[src/rtl/cpu_pkg.sv]
// Shared definitions for the sequencer: FSM states, instruction fields and ALU codes.
// The decode helpers are used by the control FSM and its output logic.
package cpu_pkg;

    typedef enum logic [2:0] {
        ST_IDLE   = 3'd0,
        ST_FETCH  = 3'd1,
        ST_DECODE = 3'd2,
        ST_EXEC   = 3'd3,
        ST_MEM    = 3'd4,
        ST_WB     = 3'd5,
        ST_DONE   = 3'd6
    } state_e;

    typedef enum logic [1:0] {
        CLS_RTYPE   = 2'd0,
        CLS_LW      = 2'd1,
        CLS_SW      = 2'd2,
        CLS_ILLEGAL = 2'd3
    } instr_class_e;

    localparam logic [5:0] OP_RTYPE  = 6'b000000;
    localparam logic [5:0] OP_LW     = 6'b100011;
    localparam logic [5:0] OP_SW     = 6'b101011;

    localparam logic [5:0] FUNCT_ADD = 6'b100000;
    localparam logic [5:0] FUNCT_SUB = 6'b100010;
    localparam logic [5:0] FUNCT_OR  = 6'b100101;
    localparam logic [5:0] FUNCT_AND = 6'b100100;

    localparam logic [1:0] ALU_ADD   = 2'b00;
    localparam logic [1:0] ALU_SUB   = 2'b01;
    localparam logic [1:0] ALU_OR    = 2'b10;
    localparam logic [1:0] ALU_AND   = 2'b11;

    function automatic instr_class_e classify(input logic [31:0] instr);
        instr_class_e cls;
        cls = CLS_ILLEGAL;
        case (instr[31:26])
            OP_RTYPE: begin
                case (instr[5:0])
                    FUNCT_ADD, FUNCT_SUB, FUNCT_OR, FUNCT_AND: cls = CLS_RTYPE;
                    default:                                    cls = CLS_ILLEGAL;
                endcase
            end
            OP_LW:   cls = CLS_LW;
            OP_SW:   cls = CLS_SW;
            default: cls = CLS_ILLEGAL;
        endcase
        return cls;
    endfunction

    // Loads and stores compute their address with an add.
    function automatic logic [1:0] alu_op_of(input logic [31:0] instr);
        logic [1:0] op;
        op = ALU_ADD;
        if (instr[31:26] == OP_RTYPE) begin
            case (instr[5:0])
                FUNCT_SUB: op = ALU_SUB;
                FUNCT_OR:  op = ALU_OR;
                FUNCT_AND: op = ALU_AND;
                default:   op = ALU_ADD;
            endcase
        end
        return op;
    endfunction

endpackage

[src/rtl/instr_buf.sv]
// Instruction storage: DEPTH x 32, synchronous write, asynchronous read, no reset.
// Addresses at or beyond DEPTH are ignored on write and read as zero.
module instr_buf #(
    parameter int DEPTH = 15
) (
    input  logic        clk,
    input  logic        we,
    input  logic [3:0]  waddr,
    input  logic [31:0] wdata,
    input  logic [3:0]  raddr,
    output logic [31:0] rdata
);

    logic [31:0] mem [DEPTH];

    always_ff @(posedge clk) begin
        if (we && ({1'b0, waddr} < 5'(DEPTH))) begin
            mem[waddr] <= wdata;
        end
    end

    assign rdata = ({1'b0, raddr} < 5'(DEPTH)) ? mem[raddr] : '0;

endmodule

[src/rtl/cpu_seq_ctrl.sv]
// Multi-cycle instruction sequencer: loads a program into instr_buf, then walks it
// through FETCH/DECODE/EXEC/MEM/WB, emitting datapath enables decoded from state and ir.
module cpu_seq_ctrl #(
    parameter int IMEM_DEPTH = 15
) (
    input  logic        clk,
    input  logic        rst,
    input  logic [31:0] next_instruction,
    input  logic        mem_write,
    input  logic        start,
    output logic [31:0] ir,
    output logic [3:0]  pc,
    output logic        rf_we,
    output logic        mem_we,
    output logic        mem_re,
    output logic        wb_sel,
    output logic [1:0]  alu_op,
    output logic        busy,
    output logic        done,
    output logic        err,
    output logic [3:0]  count,
    output logic [3:0]  load_cnt
);

    import cpu_pkg::*;

    localparam logic [3:0] DEPTH_L = 4'(IMEM_DEPTH);

    state_e       state_q, state_d;
    logic [31:0]  ir_q, ir_d;
    logic [3:0]   pc_q, pc_d;
    logic [3:0]   count_q, count_d;
    logic [3:0]   load_cnt_q, load_cnt_d;
    logic         err_q, err_d;
    logic         buf_we;
    logic [31:0]  buf_rdata;
    logic [3:0]   pc_inc;
    instr_class_e cls;

    instr_buf #(
        .DEPTH (IMEM_DEPTH)
    ) u_instr_buf (
        .clk   (clk),
        .we    (buf_we),
        .waddr (load_cnt_q),
        .wdata (next_instruction),
        .raddr (pc_q),
        .rdata (buf_rdata)
    );

    assign pc_inc = pc_q + 4'd1;
    assign cls    = classify(ir_q);

    always_ff @(posedge clk) begin
        if (!rst) begin
            state_q    <= ST_IDLE;
            ir_q       <= '0;
            pc_q       <= '0;
            count_q    <= '0;
            load_cnt_q <= '0;
            err_q      <= 1'b0;
        end else begin
            state_q    <= state_d;
            ir_q       <= ir_d;
            pc_q       <= pc_d;
            count_q    <= count_d;
            load_cnt_q <= load_cnt_d;
            err_q      <= err_d;
        end
    end

    always_comb begin
        state_d    = state_q;
        ir_d       = ir_q;
        pc_d       = pc_q;
        count_d    = count_q;
        load_cnt_d = load_cnt_q;
        err_d      = err_q;
        buf_we     = 1'b0;
        case (state_q)
            ST_IDLE, ST_DONE: begin
                // start takes priority; a simultaneous load word is discarded
                if (start) begin
                    pc_d    = '0;
                    count_d = '0;
                    state_d = (load_cnt_q == 4'd0) ? ST_DONE : ST_FETCH;
                end else if (mem_write) begin
                    if (load_cnt_q == DEPTH_L) begin
                        err_d = 1'b1;
                    end else begin
                        buf_we     = rst;
                        load_cnt_d = load_cnt_q + 4'd1;
                    end
                    state_d = ST_IDLE;
                end
            end
            ST_FETCH: begin
                ir_d    = buf_rdata;
                state_d = ST_DECODE;
            end
            ST_DECODE: begin
                if (cls == CLS_ILLEGAL) begin
                    err_d   = 1'b1;
                    pc_d    = pc_inc;
                    state_d = ST_FETCH;
                end else begin
                    state_d = ST_EXEC;
                end
            end
            ST_EXEC: begin
                state_d = (cls == CLS_RTYPE) ? ST_WB : ST_MEM;
            end
            ST_MEM: begin
                if (cls == CLS_SW) begin
                    pc_d    = pc_inc;
                    count_d = count_q + 4'd1;
                    state_d = (pc_inc == load_cnt_q) ? ST_DONE : ST_FETCH;
                end else begin
                    state_d = ST_WB;
                end
            end
            ST_WB: begin
                pc_d    = pc_inc;
                count_d = count_q + 4'd1;
                state_d = (pc_inc == load_cnt_q) ? ST_DONE : ST_FETCH;
            end
            default: state_d = ST_IDLE;
        endcase
    end

    always_comb begin
        rf_we  = 1'b0;
        mem_we = 1'b0;
        mem_re = 1'b0;
        wb_sel = 1'b0;
        alu_op = ALU_ADD;
        busy   = 1'b0;
        done   = 1'b0;
        case (state_q)
            ST_FETCH, ST_DECODE: busy = 1'b1;
            ST_EXEC: begin
                busy   = 1'b1;
                alu_op = alu_op_of(ir_q);
            end
            ST_MEM: begin
                busy   = 1'b1;
                mem_we = (cls == CLS_SW);
                mem_re = (cls == CLS_LW);
            end
            ST_WB: begin
                busy   = 1'b1;
                rf_we  = 1'b1;
                wb_sel = (cls == CLS_LW);
            end
            ST_DONE: done = 1'b1;
            default: ;
        endcase
    end

    assign ir       = ir_q;
    assign pc       = pc_q;
    assign count    = count_q;
    assign load_cnt = load_cnt_q;
    assign err      = err_q;

endmodule

[config.mk]
export PLATFORM = sky130hd
export DESIGN_NAME = cpu_seq_ctrl
export DESIGN_NICKNAME = d
export VERILOG_FILES = /design/src/rtl/cpu_pkg.sv /design/src/rtl/instr_buf.sv /design/src/rtl/cpu_seq_ctrl.sv
export SDC_FILE = /design/constraint.sdc
export NUM_CORES = 1
export LEC_CHECK = 0
export CORE_AREA = 2 2 189 191
export CTS_CLUSTER_SIZE = 40
export DETAILED_ROUTE_END_ITERATION = 16
export DIE_AREA = 0 0 191 193
export PLACE_DENSITY = 0.79
export SETUP_SLACK_MARGIN = 0.2
export SYNTH_ARGS = -nofsm -noshare
export SYNTH_HDL_FRONTEND = slang
export SYNTH_SLANG_ARGS = --single-unit
[constraint.sdc]
create_clock -name clk -period 4.33 [get_ports clk]
set_clock_uncertainty 0.15 [all_clocks]
set_input_delay 1.0825 -clock clk [delete_from_list [all_inputs] [get_ports clk]]
set_output_delay 1.0825 -clock clk [all_outputs]
set_load 0.02 [all_outputs]
## Word-level counts from Yosys, hierarchy flattened

Memory sizes are Yosys's and may differ from the RTL's. A register that Yosys moved wholly into a read port is not among the register bits.
Cells that the tools add are included.

| word-level totals | value |
|---|---|
| bits in registers | 48 |
| bits in writable memories | 480 |
| input port bits | 36 |
| word-level logic and storage cells | 92 |
| memories kept | 1 |

Memory list:

| memory | depth | bits a word | rd ports | clocked after memory_dff | wr ports | line | RTL |
|---|---|---|---|---|---|---|---|
| u_instr_buf.mem | 15 | 32 | 1 | 1 | 1 | instr_buf.sv:14 | `logic [31:0] mem [DEPTH];` |

| cells by class | value |
|---|---|
| add/subtract/negate cells | 3 |
| $lt $le $gt $ge | 2 |
| equal/unequal tests | 24 |
| mux-type cells | 39 |
| bitwise gates (word level) | 2 |
| reduce and logical (&&, ||, !) cells | 15 |

Operators with widths:

| kind | number |
|---|---|
| $eq A6 B6 Y1 const B | 6 |
| $mux W32 | 1 |
| $mux W4 | 6 |
| $pmux W3 S6 | 1 |
| $mux W1 | 17 |
| $pmux W4 S4 | 1 |
| $mux W3 | 5 |
| $add A4 B1 Y4 const B | 3 |
| $ne A2 B2 Y1 const B | 6 |
| $pmux W2 S3 | 2 |
| $pmux W4 S3 | 1 |
| $eq A3 B3 Y1 const B | 3 |
| $lt A4 B4 Y1 const B | 2 |
| $mux W2 | 4 |
| $reduce_and A4 Y1 | 2 |
| $eq A3 B2 Y1 const B | 2 |
| $logic_not A6 Y1 | 1 |
| $reduce_and A5 Y1 | 1 |
| $reduce_or A5 Y1 | 1 |
| $eq A2 B2 Y1 const B | 2 |
| $eq A4 B4 Y1 | 1 |
| $eq A4 B4 Y1 const B | 1 |
| $logic_not A4 Y1 | 1 |
| $reduce_bool A4 Y1 | 1 |
| other kinds (13) | 14 |

## Longest topological paths before layout

Gate-level depths: netlist of the first run.

| logic depth | value |
|---|---|
| depth in word-level cells | 9 |
| depth in mapped cells | 8 |
| depth with buffers taken out | 7 |

## Modules after synthesis

From an unflattened synthesis of the first run, not the netlist that was laid out.

| second synthesis, totals | value |
|---|---|
| cell total of the unflattened synthesis | 1254 |
| area total of the unflattened synthesis | 20986.4 um^2 |

Modules (own cells, without submodules):

| module | times used | cells an instance | area an instance (um^2) | sequential area each (um^2) |
|---|---|---|---|---|
| instr_buf | 1 | 957 | 18652.9 | 14413.8 |
| cpu_seq_ctrl | 1 | 297 | 2333.5 | 960.9 |

## Least setup slack after synthesis of the first run

Ideal clock, no wire load.

| path | value |
|---|---|
| kind | input to register |
| start | input start |
| end | memory u_instr_buf.mem[4][0], enable pin |
| library setup time | 0.421 ns |
| data arrival time | 3.337 ns |
| data required time | 3.759 ns |
| path slack | 0.422 ns |
| stages on the path | 5 |
| buffers on the path | 0 |
| path through | nand2b_1 a2111oi_4 and2_4 nand2_4 nor2_1 |

| on the way | value |
|---|---|
| word-level cells in the longest chain between the ends | 5 |

RTL lines:

| element | line | RTL |
|---|---|---|
| from (decl) | cpu_seq_ctrl.sv:10 | `input logic start,` |
| $mux W1 | cpu_seq_ctrl.sv:83 | `if (start) begin` |
| $mux W1 | cpu_seq_ctrl.sv:80 | `case (state_q)` |
| $logic_and A1 B1 Y1 | instr_buf.sv:17 | `if (we && ({1'b0, waddr} < 5'(DEPTH))) begin` |
| $mux W1 | instr_buf.sv:17 |  |
| $mux W1 (not written as such) | instr_buf.sv:18 | `mem[waddr] <= wdata;` |
| to (decl) | instr_buf.sv:14 |  |

Every way passes these cells.

## Worst setup path in the final report of the first run

| path | value |
|---|---|
| start | register state_q[2] |
| end | output alu_op[1] |

| on the way | value |
|---|---|
| word-level cells in the longest chain between the ends | 2 |

RTL lines:

| element | line | RTL |
|---|---|---|
| from (decl) | cpu_seq_ctrl.sv:29 | `state_e state_q, state_d;` |
| from (signal assigned) | cpu_seq_ctrl.sv:63 | `state_q <= state_d;` |
| $eq A3 B2 Y1 | cpu_seq_ctrl.sv:139 | `case (state_q)` |
| $mux W2 | cpu_seq_ctrl.sv:139 |  |
| to (decl) | cpu_seq_ctrl.sv:17 | `output logic [1:0] alu_op,` |

Every way passes these cells.

==> flow_summary.toml, run 1 <==
[layout]
final_cell_count_no_fill = 1731
finalInstanceArea_sq_um = 24100
fill_cells = 2162
final_layout_size_suffix_gt1_share_pct = 19.1
seqCellArea_sq_um = 15500
final_nets = 1271
n_antenna_cell = 0
multi_input_area_sq_um = 5080
syn_to_final_growth_pct = 16.3

[job]
max-cap-violations = 0

[synth]
yosysTopAreaCell = "edfxtp_1"
yosys_most_used_dff = "edfxtp_1"
ys_ff_latch = 532
avgSynthCellArea_sq_um = 18.6
synth.top_cell.area_share_pct = 69.6
async_flop_share_pct = 0
synthCells = 1114
synth_edf_count = 480
synthTopCellsByArea = "edfxtp_1 70%, mux4_2 10%, dfxtp_1 5.0%"
yosys_warnings = 0
seq_area_frac_synth_pct = 74.6
synth_area_sq_um = 20700
syn_nets = 1157
synth.distinct_cells = 63

[setup_path]
cpLargestDelayFamily = "buffers and inverters"
reg2reg_depth = 7
path_cells = "inv_1 > nand4_1 > or4_4 > nor3b_1 > clkdlybuf4s50_1"
worstPathMaxFanout = 18
critPathBufInv = 2
worstPathArrival_ns = 2.73
reg2reg_slack_ns = 1.31
critPathCaptureType = "output pin"
critPathKind = "reg -> out"
r2r_end = "u_instr_buf.mem[4][24]"
reg2reg_from = "load_cnt[0]"
startpoint_type = "flip-flop"
max_stage_delay_ns = 0.64
crit_required_ns = 3.10
cp_slowest_cell = "clkdlybuf4s50_1"

[detailed_routing]
initialDrtViolationCount = 1430
drt-pass1-iter-count = 6
drt-total-wl_um = 44600
vias = 10800
wire_per_inst_um = 25.8
vias_per_cell = 6.27
post-route-drc-count = 0
ant_nets = 0

[timing]
fin_ws_ns = 0.369
fmax_mhz = 252
max-slew-margin-rel_pct = 39.8
report.final.slew_viol_count = 0
fin_crit_ns = 3.96
worst_pin_slew_ns = 0.902
setup_violations = 0
rsz0062_at_grt = "no"
fin_crit_sh_pct = 91.5
final.setup.tns_ns = 0
hold_viol = 0

[min_path]
hold_path_depth = 1
min_from = "err"
hold_path_class = "reg -> reg"
hold_end = "err"

[power]
p_seq_share_pct = 46.3
p_per_area_nw_per_um2 = 527
switchingPower_uw = 3250
clkPwrFrac_pct = 35.0
ir_drop_uv = 435
internal_power_uw = 9460
leakagePower_uw = 0.00735
comb_power_share_pct = 18.7
switching_share_pct = 25.5

[floorplanning]
die_w_um = 191
fp.dieH_um = 193
die_area_sq_um = 36900
fp.coreArea_sq_um = 35000
ioPinCount = 89
initial_core_util_pct = 59.2
rows = 69

[placed_design]
place_inst = 1637
pre_cts_slack_ns = 0.542
post_dp_cell_area_sq_um = 22400
portBuffers = 88
dp_hpwl_um = 26200
gp_congestion = 0.889

[global_routing]
grt_first_pass_wirelength_um = 66400
grt_use_total_pct = 24.8
grt_pass1_vias = 10800
grt_busiest_layer = "met2"
grt_max_degree = 54
grtUsageMet3_pct = 5.30
grt-ovfl-total = 0
antenna_found_initial = 0
gr-usage-met1_pct = 35.3
globalRouteMet2Util_pct = 40.0

[clock_network]
postCtsSetupRepairBufs = 0
clock_path_buffers = 3
cts_tree = "yes"
cts_root_buf = "clkbuf_16"
cts_buffers = 50
h-tree-depth = 2
clk_pin_slew_ns = 0.06
clk_latency_ns = 0.57
cts.sinks = 532

[run_status]
status = "completed"
-- metal layers --
metal  vias to the layer above  wire, um
met5                         -         0
met4                         0       743
met3                        58      3930
met2                       540     21600
met1                      5566     18300
li1                       4683         -
-- state kept, by name, summed over array words and instances, names as in the netlist, named ones only --
signal           count
count                4
err                  1
ir                  32
load_cnt             4
pc                   4
state_q              3
u_instr_buf.mem    480
-- power groups by stage --
stage / Clock, uW / Combinational (uW) / Sequential, uW
floorplan: 0 / 1680 / 5970
global placement: 0 / 2330 / 5980
detailed placement: 0 / 2360 / 5990
CTS: 4500 / 2390 / 5880
global route: 4690 / 2570 / 5900
finish: 4450 / 2370 / 5890
-- worst max path at each step --
| stage | startpoint | end | slack [ns] | depth (start not counted) |
|---|---|---|---|---|
| floorplan | start | u_instr_buf.mem[4][0] | 0.42 | 5 |
| global placement | start | u_instr_buf.mem[6][20] | 0.60 | 7 |
| detailed placement | start | u_instr_buf.mem[4][20] | 0.54 | 7 |
| CTS | state_q[1] | alu_op[1] | 0.28 | 4 |
| global route | state_q[2] | alu_op[1] | 0.21 | 5 |
| finish | state_q[2] | alu_op[1] | 0.37 | 5 |
-- cell type report --
type,count,area share [%]
inverter,8,0.125
clock inverter,24,1.21
multi-input combinational,517,21.1
timing repair buffer,119,5.19
sequential,532,64.2
tap,461,2.39
clock buffer,70,5.80
-- timing repair --
action	4_1_cts	5_1_grt
gates resized for setup	0	3
hold buffers	0	0
setup endpoints to repair	0	2
-- through the flow --
stage	hold slack [ns]	power (uW)	utilization, %
finish	0.323	12700	68.9
global route	0.344	13200	68.9
CTS	0.325	12800	68.9
detailed placement	0.311	8350	64.1
global placement	0.301	8310	64.1
floorplan	0.382	7650	-
-- synth_stat cells (3+ instances only) --
cell type / instances
nor3_1: 4
buf_4: 4
buf_2: 20
nand2b_1: 3
xor2_1: 3
inv_1: 7
edfxtp_1: 480
nor3_2: 4
a21oi_1: 42
mux4_2: 96
nand2_1: 49
o21ai_1: 32
o21ai_0: 39
nor4_1: 4
ha_1: 7
mux2i_1: 101
buf_1: 9
nor3b_1: 4
nor2_1: 62
nand4_1: 7
nand2_4: 4
xnor2_1: 6
clkbuf_1: 22
nand3_1: 6
dfxtp_1: 52
-- cell usage in the layout (no fill, tap or decap), types with 4 or more instances in the layout --
| cell | n |
|---|---|
| nor2_4 | 12 |
| xnor2_1 | 6 |
| mux4_2 | 96 |
| o21ai_1 | 32 |
| clkbuf_16 | 51 |
| ha_1 | 7 |
| clkbuf_8 | 5 |
| buf_4 | 20 |
| edfxtp_1 | 480 |
| nor2_1 | 50 |
| bufinv_16 | 6 |
| nor3_4 | 4 |
| nand4_1 | 7 |
| nor3b_1 | 4 |
| clkbuf_1 | 14 |
| inv_1 | 7 |
| dfxtp_1 | 47 |
| o21ai_0 | 39 |
| buf_12 | 11 |
| clkdlybuf4s50_1 | 88 |
| nor3_1 | 4 |
| nand3_1 | 6 |
| mux2i_1 | 101 |
| a21oi_1 | 42 |
| clkinv_2 | 10 |
| nand2_1 | 49 |
| nand2_4 | 4 |
-- logic make-up after synthesis --
kind of cell / synth area share, %
flip-flops: 74.6
adder cells (fa/ha/maj): 0.423
buffers and inverters: 1.44
AO/OA/AOI/OAI: 3.82
multiplexers: 15.4
XOR/XNOR: 0.381
AND/OR/NAND/NOR: 3.96
Power figures use the tool's default switching activity.
==> inputs of run 2 (changes only) <==
Settings changed: HOLD_SLACK_MARGIN set to 0.05.
==> results of run 2 <==
No change in the layout: final DEF, timing and power equal those of run 1.
==> inputs of run 3 (changes only) <==
Settings changed: CORE_AREA 2 2 189 191 to 2 2 211 172, DIE_AREA 0 0 191 193 to 0 0 213 174, PLACE_DENSITY 0.79 to 0.78.
==> run 3 against run 2 <==
Net effect: register-to-register slack about the same; cell count grew 1.4%; routed wire length is 2.5% higher; critical path type unchanged; hold slack got worse by 0.0054 ns; highest routed layer unchanged; clock power decreased by 4.9%; clock-buffer cell count unchanged; power down 1.8%; combinational power decreased by 3%; sequential power is 1% higher.
==> flow_summary.toml, run 3 (same netlist as run 1, synthesis figures left out) <==
[setup_path]
critPathCaptureType = "output pin"
crit_required_ns = 3.10
worstPathArrival_ns = 2.75
worstPathMaxFanout = 18
startpoint_type = "flip-flop"
critPathKind = "reg -> out"

[clock_network]
cts_buffers = 48
cts_root_buf = "clkbuf_16"
cts_tree = "yes"
postCtsSetupRepairBufs = 0
clk_latency_ns = 0.57
h-tree-depth = 2
cts.sinks = 532
clk_pin_slew_ns = 0.07
clock_path_buffers = 3

[floorplanning]
die_area_sq_um = 37100
initial_core_util_pct = 59.0
fp.coreArea_sq_um = 35100
rows = 62
ioPinCount = 89
fp.dieH_um = 174
die_w_um = 213

[layout]
largest_reg_flops = 480
mostFrequentLayoutCells = "480 x edfxtp_1, 101 x mux2i_1, 96 x mux4_2, 88 x clkdlybuf4s50_1"
final_nets = 1279
syn_to_final_growth_pct = 15.9
fill_cells = 2222
final_layout_size_suffix_gt1_share_pct = 19.0
finalInstanceArea_sq_um = 24000
mostFrequentLayoutCell = "edfxtp_1"
largest-register = "u_instr_buf.mem"
final_cell_count_no_fill = 1756
n_antenna_cell = 0

[timing]
hold_viol = 0
fin_crit_sh_pct = 92.1
setup_violations = 0
worst_pin_slew_ns = 1.03
rsz0062_at_grt = "no"
final.setup.tns_ns = 0
fmax_mhz = 251
fin_crit_ns = 3.99
max-slew-margin-rel_pct = 31.3
report.final.slew_viol_count = 0

[detailed_routing]
vias_per_cell = 6.21
ant_nets = 0
drt-total-wl_um = 45700
wire_per_inst_um = 26.0
post-route-drc-count = 0
initialDrtViolationCount = 1378
drt-pass1-iter-count = 5
vias = 10900

[placed_design]
dp_hpwl_um = 27000
portBuffers = 88
post_dp_cell_area_sq_um = 22400
place_inst = 1666
gp_congestion = 0.879

[power]
leakagePower_uw = 0.00733
total_power_uw = 12500
comb_power_share_pct = 18.4
switchingPower_uw = 3190
ir_drop_uv = 384
p_seq_share_pct = 47.7
internal_power_uw = 9280
switching_share_pct = 25.6
clkPwrFrac_pct = 33.9
p_per_area_nw_per_um2 = 520

[global_routing]
grt_first_pass_wirelength_um = 69300
grt-ovfl-total = 0
grtUsageMet3_pct = 3.92
gr-usage-met1_pct = 38.3
grt_busiest_layer = "met2"
grt_pass1_vias = 11000
globalRouteMet2Util_pct = 40.5
grt_max_degree = 52
grt_use_total_pct = 25.6
antenna_found_initial = 0

[run_status]
status = "completed"

[job]
max-cap-violations = 0

[min_path]
hold_path_class = "reg -> reg"
==> run 3: cell types whose count changed in the layout (fill, tap and decap cells not counted), sizes merged <==
| cell | before | now |
|---|---|---|
| buf | 31 | 41 |
| clkinvlp | 3 | 0 |
| bufinv | 6 | 4 |
| clkinv | 13 | 15 |
| inv | 10 | 9 |
==> run 3: timing repair <==
action                     CTS  global route
hold buffers                 0             0
gates resized for setup      0             3
setup endpoints to repair    0             2
==> run 3: final timing paths <==
kind	from	to	slack, ns	cells after the start
hold reg to reg	err	err	0.32	1
setup reg to reg	state_q[2]	u_instr_buf.mem[2][6]	1.32	6
setup / recovery	state_q[2]	alu_op[1]	0.34	5
hold / removal	err	err	0.32	1
==> run 3: cell type report <==
| class | count | area [sq um] | area share [%] |
|---|---|---|---|
| well taps | 480 | 601 | 2.50 |
| repair buffers | 129 | 1250 | 5.21 |
| multi-input cells | 517 | 5080 | 21.2 |
| flip-flops and latches | 532 | 15500 | 64.4 |
| clock inverters | 20 | 205 | 0.854 |
| clock buffers | 70 | 1380 | 5.73 |
| inverters | 8 | 30.0 | 0.125 |
==> run 3: per-stage QoR <==
| stage | hold WS (ns) | util, % | worst slack [ns] |
|---|---|---|---|
| CTS | 0.321 | 68.3 | 0.251 |
| finish | 0.318 | 68.3 | 0.343 |
| global placement | 0.297 | 63.8 | 0.623 |
| global route | 0.333 | 68.3 | 0.207 |
| detailed placement | 0.309 | 63.8 | 0.589 |
| floorplan | 0.382 | - | 0.422 |
==> run 3: layer usage <==
| layer | share of wire (%) | wire [um] | up-vias |
|---|---|---|---|
| met5 | 0 | 0 | - |
| met4 | 1.7 | 759 | 0 |
| met3 | 7.8 | 3550 | 55 |
| met2 | 49 | 22200 | 521 |
| met1 | 42 | 19200 | 5624 |
| li1 | - | - | 4706 |
==> run 3: worst max-delay path, stage by stage (launching register included) <==
cell and delay, ns:
dfxtp_1 0.51, inv_1 0.27, nand4_1 0.11, or4_4 0.45, nor3b_1 0.21, clkdlybuf4s50_1 0.64
==> run 3: power groups by stage <==
stage | Combinational [uW] | Clock [uW] | Sequential, uW
6_report | 2290 | 4230 | 5950
5_1_grt | 2470 | 4490 | 5980
4_1_cts | 2310 | 4280 | 5950
3_5_place_dp | 2300 | 0 | 6060
3_3_place_gp | 2260 | 0 | 6050
2_1_floorplan | 1680 | 0 | 5970
